## config.mk

```make
export PLATFORM = sky130hd
export DESIGN_NAME = mmult_arbiter_flat
export DESIGN_NICKNAME = d
export VERILOG_FILES = /design/src/rtl/mmult_arbiter_if.sv /design/src/rtl/mmult_arbiter.sv /design/src/flat_wrapper.sv
export SDC_FILE = /design/constraint.sdc
export NUM_CORES = 1
export LEC_CHECK = 0
export ABC_AREA = 0
export CAP_MARGIN = 20
export CORE_AREA = 2 2 295 297
export DETAILED_ROUTE_END_ITERATION = 10
export DIE_AREA = 0 0 297 299
export GPL_TIMING_DRIVEN = 0
export MAX_ROUTING_LAYER = met4
export SLEW_MARGIN = 10
export SYNTH_ARGS = -nofsm -noshare
export SYNTH_HDL_FRONTEND = slang
export SYNTH_SLANG_ARGS = --single-unit
```

## constraint.sdc

```tcl
create_clock -name clk -period 2.04 [get_ports clk]
set_input_delay 0.51 -clock clk [delete_from_list [all_inputs] [get_ports clk]]
set_output_delay 0.51 -clock clk [all_outputs]
set_load 0.01 [all_outputs]
```

## src/rtl/mmult_arbiter_if.sv

```systemverilog
// Client and engine bus of the shared 3x3 matrix-multiply arbiter.
// Latency: n/a (signal bundle only).
// Backpressure: req is held by a client until its ack pulse.
interface mmult_arbiter_if;
    logic [1:0]   req;
    logic [71:0]  a0_mat;
    logic [71:0]  b0_mat;
    logic [71:0]  a1_mat;
    logic [71:0]  b1_mat;
    logic [1:0]   ack;
    logic [1:0]   done;
    logic [1:0]   err;
    logic [152:0] c_mat;
    logic         busy;
    logic         eng_clr;
    logic         eng_en;
    logic [71:0]  eng_a;
    logic [71:0]  eng_b;
    logic         eng_valid;
    logic [152:0] eng_c;

    // Arbiter side: takes client requests and engine results, drives the rest.
    modport slave (
        input  req, a0_mat, b0_mat, a1_mat, b1_mat, eng_valid, eng_c,
        output ack, done, err, c_mat, busy, eng_clr, eng_en, eng_a, eng_b
    );

    // Environment side: clients plus the engine.
    modport master (
        output req, a0_mat, b0_mat, a1_mat, b1_mat, eng_valid, eng_c,
        input  ack, done, err, c_mat, busy, eng_clr, eng_en, eng_a, eng_b
    );
endinterface

```

## src/rtl/mmult_arbiter.sv

```systemverilog
// Round-robin sharing of one 3x3 mmult engine between two requesters.
// Latency: ack at T, engine enabled from T+2, done at T+2+N (N = engine cycles, or TIMEOUT).
// Backpressure: one job at a time; other requests wait in IDLE until the owner's done.
module mmult_arbiter #(
    parameter int TIMEOUT = 16,
    parameter int CNT_W   = 5
) (
    input  logic           clk,
    input  logic           reset,
    mmult_arbiter_if.slave bus
);

    typedef enum logic [1:0] {IDLE, LOAD, RUN, DONE} state_t;

    state_t         state;
    state_t         state_nxt;
    logic           owner;
    logic           rr;
    logic           err_flag;
    logic [CNT_W-1:0] cnt;
    logic [71:0]    eng_a_q;
    logic [71:0]    eng_b_q;
    logic [152:0]   c_mat_q;

    logic           grant_vld;
    logic           grant_id;
    logic           timeout_hit;
    logic [1:0]     ack_c;
    logic [1:0]     done_c;
    logic [1:0]     err_c;

    assign timeout_hit = (cnt == CNT_W'(TIMEOUT - 1));

    // Grant selection: only in IDLE; on a tie the requester that did not own the last job wins.
    always_comb begin
        grant_vld = 1'b0;
        grant_id  = 1'b0;
        if (!reset && state == IDLE) begin
            case (bus.req)
                2'b01:   begin grant_vld = 1'b1; grant_id = 1'b0; end
                2'b10:   begin grant_vld = 1'b1; grant_id = 1'b1; end
                2'b11:   begin grant_vld = 1'b1; grant_id = ~rr;  end
                default: begin grant_vld = 1'b0; grant_id = 1'b0; end
            endcase
        end
    end

    // Next-state logic; a valid result takes precedence over a coincident timeout.
    always_comb begin
        state_nxt = state;
        case (state)
            IDLE: if (grant_vld) state_nxt = LOAD;
            LOAD: state_nxt = RUN;
            RUN:  if (bus.eng_valid || timeout_hit) state_nxt = DONE;
            DONE: state_nxt = IDLE;
            default: state_nxt = IDLE;
        endcase
    end

    // Pulse outputs; reset forces them quiet even if the state register is still mid-job.
    always_comb begin
        ack_c  = 2'b00;
        done_c = 2'b00;
        err_c  = 2'b00;
        if (grant_vld) ack_c[grant_id] = 1'b1;
        if (!reset && state == DONE) begin
            done_c[owner] = 1'b1;
            err_c[owner]  = err_flag;
        end
    end

    // State, operand latch, run counter and result capture.
    always_ff @(posedge clk) begin
        if (reset) begin
            state    <= IDLE;
            owner    <= 1'b0;
            rr       <= 1'b0;
            err_flag <= 1'b0;
            cnt      <= '0;
            eng_a_q  <= '0;
            eng_b_q  <= '0;
            c_mat_q  <= '0;
        end else begin
            state <= state_nxt;
            if (grant_vld) begin
                owner   <= grant_id;
                eng_a_q <= grant_id ? bus.a1_mat : bus.a0_mat;
                eng_b_q <= grant_id ? bus.b1_mat : bus.b0_mat;
            end
            case (state)
                LOAD: cnt <= '0;
                RUN: begin
                    cnt <= cnt + CNT_W'(1);
                    if (bus.eng_valid) begin
                        c_mat_q  <= bus.eng_c;
                        err_flag <= 1'b0;
                    end else if (timeout_hit) begin
                        c_mat_q  <= '0;
                        err_flag <= 1'b1;
                    end
                end
                DONE: rr <= owner;
                default: ;
            endcase
        end
    end

    assign bus.ack     = ack_c;
    assign bus.done    = done_c;
    assign bus.err     = err_c;
    assign bus.c_mat   = c_mat_q;
    assign bus.busy    = !reset && (state != IDLE);
    assign bus.eng_clr = reset || (state == LOAD);
    assign bus.eng_en  = !reset && (state == RUN);
    assign bus.eng_a   = eng_a_q;
    assign bus.eng_b   = eng_b_q;

endmodule

```

## src/flat_wrapper.sv

```systemverilog
// flat-port wrapper written by rule: the top's interface ports become plain ports
module mmult_arbiter_flat 
#(
    parameter int TIMEOUT = 16,
    parameter int CNT_W   = 5
)
  (clk, reset, bus_req, bus_a0_mat, bus_b0_mat, bus_a1_mat, bus_b1_mat, bus_eng_valid, bus_eng_c, bus_ack, bus_done, bus_err, bus_c_mat, bus_busy, bus_eng_clr, bus_eng_en, bus_eng_a, bus_eng_b);
  mmult_arbiter_if bus_i ();
  input  logic clk;
  input  logic reset;
  input wire logic [$bits(bus_i.req)-1:0] bus_req;
  input wire logic [$bits(bus_i.a0_mat)-1:0] bus_a0_mat;
  input wire logic [$bits(bus_i.b0_mat)-1:0] bus_b0_mat;
  input wire logic [$bits(bus_i.a1_mat)-1:0] bus_a1_mat;
  input wire logic [$bits(bus_i.b1_mat)-1:0] bus_b1_mat;
  input wire logic [$bits(bus_i.eng_valid)-1:0] bus_eng_valid;
  input wire logic [$bits(bus_i.eng_c)-1:0] bus_eng_c;
  output wire logic [$bits(bus_i.ack)-1:0] bus_ack;
  output wire logic [$bits(bus_i.done)-1:0] bus_done;
  output wire logic [$bits(bus_i.err)-1:0] bus_err;
  output wire logic [$bits(bus_i.c_mat)-1:0] bus_c_mat;
  output wire logic [$bits(bus_i.busy)-1:0] bus_busy;
  output wire logic [$bits(bus_i.eng_clr)-1:0] bus_eng_clr;
  output wire logic [$bits(bus_i.eng_en)-1:0] bus_eng_en;
  output wire logic [$bits(bus_i.eng_a)-1:0] bus_eng_a;
  output wire logic [$bits(bus_i.eng_b)-1:0] bus_eng_b;
  assign bus_i.req = bus_req;
  assign bus_i.a0_mat = bus_a0_mat;
  assign bus_i.b0_mat = bus_b0_mat;
  assign bus_i.a1_mat = bus_a1_mat;
  assign bus_i.b1_mat = bus_b1_mat;
  assign bus_i.eng_valid = bus_eng_valid;
  assign bus_i.eng_c = bus_eng_c;
  assign bus_ack = bus_i.ack;
  assign bus_done = bus_i.done;
  assign bus_err = bus_i.err;
  assign bus_c_mat = bus_i.c_mat;
  assign bus_busy = bus_i.busy;
  assign bus_eng_clr = bus_i.eng_clr;
  assign bus_eng_en = bus_i.eng_en;
  assign bus_eng_a = bus_i.eng_a;
  assign bus_eng_b = bus_i.eng_b;
  mmult_arbiter #(.TIMEOUT(TIMEOUT), .CNT_W(CNT_W)) u_core (.clk(clk), .reset(reset), .bus(bus_i));
endmodule
```

==> impl_metrics.xml, run 1 <==
<?xml version="1.0" encoding="UTF-8"?>
<metrics>
  <group name="clock_network">
    <metric name="worst_skew_pair.late_latency" unit="ns">0.55</metric>
    <metric name="cts_hold_buffers" unit="">0</metric>
    <metric name="cts_bufs_inserted" unit="">38</metric>
    <metric name="cts_max_path_buffers" unit="">3</metric>
    <metric name="cts_tree" unit="">done</metric>
    <metric name="clk_pin_slew" unit="ns">0.06</metric>
    <metric name="h-tree-depth" unit="">2</metric>
    <metric name="cts_num_sinks" unit="">307</metric>
    <metric name="ctsRootBufferMaster" unit="">clkbuf_16</metric>
  </group>
  <group name="synth">
    <metric name="synth_seq_cells" unit="">307</metric>
    <metric name="synth_async_sr_flop_share" unit="%">0</metric>
    <metric name="syn_inst" unit="">1206</metric>
    <metric name="synthesis.area_per_instance" unit="µm²">10.4</metric>
    <metric name="synth.yosys.warnings" unit="">0</metric>
    <metric name="post_synth_xor_area_fraction" unit="%">0</metric>
    <metric name="synth-simple-area-share" unit="%">13.3</metric>
    <metric name="synth_enable_flop_cells" unit="">0</metric>
    <metric name="ys.flop_type" unit="">dfxtp_1</metric>
    <metric name="post_synth_mux_area_share" unit="%">23.0</metric>
    <metric name="synth_compound_area_share" unit="%">9.92</metric>
    <metric name="synth_cell_types" unit="">35</metric>
    <metric name="synth_top_cell_area_share" unit="%">48.9</metric>
    <metric name="sequential_fraction_of_the_synthesis_area" unit="%">48.9</metric>
    <metric name="synth_top_family_by_area" unit="">multiplexers</metric>
    <metric name="yosys.area_share.adder" unit="%">0.697</metric>
    <metric name="synth.area.top_cells" unit="">dfxtp_1, mux2i_1, a22oi_1, nand2b_1, nor2_1</metric>
    <metric name="syn-cell-area" unit="µm²">12600</metric>
    <metric name="synth.net_count" unit="">1659</metric>
    <metric name="synth_top_area_cell" unit="">dfxtp_1</metric>
  </group>
  <group name="setup_path">
    <metric name="worst_reg2reg_endpoint" unit="">u_core.bus.eng_a[22]</metric>
    <metric name="cp.required" unit="ns">1.53</metric>
    <metric name="reg2reg_depth" unit="">6</metric>
    <metric name="r2r_slack" unit="ns">0.06</metric>
    <metric name="r2r-start" unit="">u_core.rr</metric>
    <metric name="cp-end-kind" unit="">primary output</metric>
    <metric name="worst-path-buf-inv" unit="">3</metric>
    <metric name="arrival" unit="ns">1.65</metric>
    <metric name="slowest_delay" unit="ns">0.37</metric>
    <metric name="cpLargestDelayFamily" unit="">flip-flops</metric>
    <metric name="setup.worst_path.start" unit="">u_core.state[0]</metric>
    <metric name="critical_path.startpoint_type" unit="">register</metric>
    <metric name="path_max_fanout" unit="">3</metric>
    <metric name="cp_slowest_cell" unit="">dfxtp_4</metric>
    <metric name="setup.worst_path.class" unit="">reg2out</metric>
    <metric name="path_cells" unit="">inv_4 -&gt; ha_4 -&gt; nand2b_4 -&gt; nor2_8 -&gt; buf_12 -&gt; and2_4 -&gt; buf_6</metric>
  </group>
  <group name="job">
    <metric name="max_cap_viol_count" unit="">0</metric>
  </group>
  <group name="pwr">
    <metric name="worst_voltage_drop_across_the_vdd_grid" unit="V">0.000626</metric>
    <metric name="power_leakage" unit="nW">8.91</metric>
    <metric name="power-per-cell-area" unit="nW/µm²">981</metric>
    <metric name="finalPower" unit="mW">22.8</metric>
  </group>
  <group name="global_route">
    <metric name="overflow" unit="">0</metric>
    <metric name="grt_pass1_wl" unit="µm">82900</metric>
    <metric name="grt_antenna_before_repair" unit="">7</metric>
    <metric name="grt_start_max_net_pins" unit="">20</metric>
    <metric name="grt_pass1_vias" unit="">12400</metric>
    <metric name="groute.usage.overall" unit="%">12.9</metric>
  </group>
  <group name="min_path">
    <metric name="hold_path_cell_cnt" unit="">3</metric>
    <metric name="hold_start" unit="">bus_req[1]</metric>
    <metric name="worst_hold_path.endpoint" unit="">u_core.owner</metric>
    <metric name="min_path_type" unit="">in2reg</metric>
  </group>
  <group name="sta">
    <metric name="finalHoldViolCount" unit="">0</metric>
    <metric name="skew" unit="ns">0.0127</metric>
    <metric name="worst_hold_slack" unit="ns">0.435</metric>
    <metric name="rsz0062_at_grt" unit="">true</metric>
    <metric name="fmax" unit="MHz">462</metric>
    <metric name="final_max_slew_viol_count" unit="">0</metric>
    <metric name="setup_viol" unit="">4</metric>
    <metric name="timing.final.crit_share" unit="%">106</metric>
    <metric name="period_needed" unit="ns">2.16</metric>
    <metric name="timing_worst_slew_pin_value" unit="ns">0.790</metric>
    <metric name="slew_headroom" unit="%">47.3</metric>
    <metric name="timing.final.ws_setup" unit="ns">-0.124</metric>
  </group>
  <group name="routing">
    <metric name="drcViolationCount" unit="">0</metric>
    <metric name="first_iter_violations" unit="">699</metric>
    <metric name="post_drt_via_cell_ratio" unit="">3.80</metric>
    <metric name="drt_pre_antenna_iters" unit="">5</metric>
    <metric name="post_drt_wl_per_cell" unit="µm">18.2</metric>
    <metric name="vias_after_detailed_routing" unit="">12154</metric>
    <metric name="detail_route.wirelength" unit="µm">58200</metric>
    <metric name="residual_antenna_violating_net_count_after_detailed_routing" unit="">0</metric>
  </group>
  <group name="placement">
    <metric name="dp_cells" unit="">3111</metric>
    <metric name="place_hpwl" unit="µm">46300</metric>
    <metric name="gpl.final_weighted_congestion" unit="">0.877</metric>
    <metric name="portBuffers" unit="">750</metric>
    <metric name="place_area" unit="µm²">21500</metric>
  </group>
  <group name="final_layout">
    <metric name="postLayoutCellArea" unit="µm²">23200</metric>
    <metric name="final_nets" unit="">2466</metric>
    <metric name="synthToLayoutAreaGrowth" unit="%">84.7</metric>
    <metric name="layout.filler_cells" unit="">9186</metric>
    <metric name="post_route_cells_drive_above_1_share" unit="%">8.73</metric>
    <metric name="layout.cells.non_filler" unit="">3197</metric>
  </group>
  <group name="run_status">
    <metric name="status" unit="">finished with violations</metric>
    <metric name="violations" unit="">negative setup slack</metric>
  </group>
  <group name="die">
    <metric name="die_w" unit="µm">297</metric>
    <metric name="pin_count" unit="">752</metric>
    <metric name="core" unit="µm²">85900</metric>
    <metric name="die_height" unit="µm">299</metric>
    <metric name="rows" unit="">108</metric>
    <metric name="area_of_the_die" unit="µm²">88800</metric>
    <metric name="floorplan.initialDensity" unit="%">14.6</metric>
  </group>
</metrics>
-- metal layers --
metal	track usage (%)	share of wire, %	vias to the layer above
met5	-	0	-
met4	4.27	2.9	0
met3	3.25	6.3	86
met2	21.4	49	494
met1	15.1	42	5736
li1	-	-	5838
-- synthesized netlist by cell type, drive strengths merged, types with 3 or more instances --
master / instances
nor2: 159
mux2i: 289
nor2b: 3
dfxtp: 307
a21oi: 5
inv: 5
o21ai: 3
ha: 7
a211oi: 3
nand3: 4
nand2: 6
and2: 3
buf: 53
a22oi: 153
clkbuf: 47
nand2b: 148
-- flip-flops by register name, indices dropped and copies added, names as in the netlist --
register          flops
u_core.bus.eng_a     72
u_core.bus.eng_b     72
u_core.err_flag       1
u_core.owner          1
u_core.bus.c_mat    153
u_core.state          2
u_core.rr             1
u_core.cnt            5
-- how the worst max path moves through the flow --
stage | endpoint | slack [ns] | cells past startpoint
final | bus_ack[0] | -0.12 | 7
after floorplan | bus_ack[0] | 0.07 | 6
after global placement | bus_done[1] | -1.17 | 6
after global routing | bus_ack[0] | -0.20 | 7
after CTS | bus_ack[0] | -0.19 | 7
after detailed placement | bus_done[1] | -1.21 | 6
-- power by group --
part,internal (mW),switching [mW]
clock,4.58,2.78
combinational,4.15,3.49
sequential,7.14,0.657
-- tightest hold or removal path, cell delays in order --
cell and delay (ns):
dlygate4sd2_1 0.28, nand3_1 0.08, a21oi_1 0.06
-- layout make-up --
class                      count  area (µm²)  share of cell area (%)
multi-input combinational    794        5990                    25.8
antenna                        2        5.00                  0.0216
timing repair buffer         769        7620                    32.8
buffer                        98         623                    2.68
tap                         1155        1450                    6.22
clock buffer                  53        1120                    4.82
inverter                       5        23.8                   0.102
clock inverter                14         230                   0.992
sequential                   307        6160                    26.5
-- layout by cell type, fill, tap and decap left out, types with 5 or more instances in the layout --
master	n
clkdlybuf4s50_1	707
dfxtp_1	301
mux2i_1	286
nor2_1	154
a22oi_1	153
nand2b_1	147
clkbuf_1	39
clkbuf_16	39
buf_4	37
dlygate4sd2_1	28
buf_2	22
buf_6	11
clkbuf_8	9
clkbuf_2	7
clkbuf_4	7
bufinv_16	6
dlymetal6s2s_1	6
nand2_1	5
a21oi_1	5
ha_1	5
clkinv_2	5
-- stage by stage --
stage                     setup WS, ns  setup TNS [ns]  utilization [%]
after CTS                       -0.194          -0.956             26.9
after global routing            -0.202          -0.916             27.0
after floorplan                 0.0697               0                -
final                           -0.124          -0.320             27.0
after global placement           -1.17         -147.57             25.0
after detailed placement         -1.21         -156.61             25.0
-- cell families after synthesis --
| family | count (synthesis) |
|---|---|
| AO/OA/AOI/OAI | 168 |
| adder cells (fa/ha/maj) | 7 |
| buffers and inverters | 105 |
| flip-flops | 307 |
| multiplexers | 289 |
| AND/OR/NAND/NOR | 330 |
-- repair_timing --
item / in CTS / in global routing
pin swaps: 6 / 5
setup endpoints to repair: 236 / 136
resized for setup: 114 / 53
buffers inserted: 17 / 2
No activity file was read; power rests on OpenSTA's default activity.
==> inputs of run 2 (changes only) <==
SLEW_MARGIN = 15   (was 10)
==> results of run 2 <==
Final layout, timing and power as in run 1 (identical DEF).
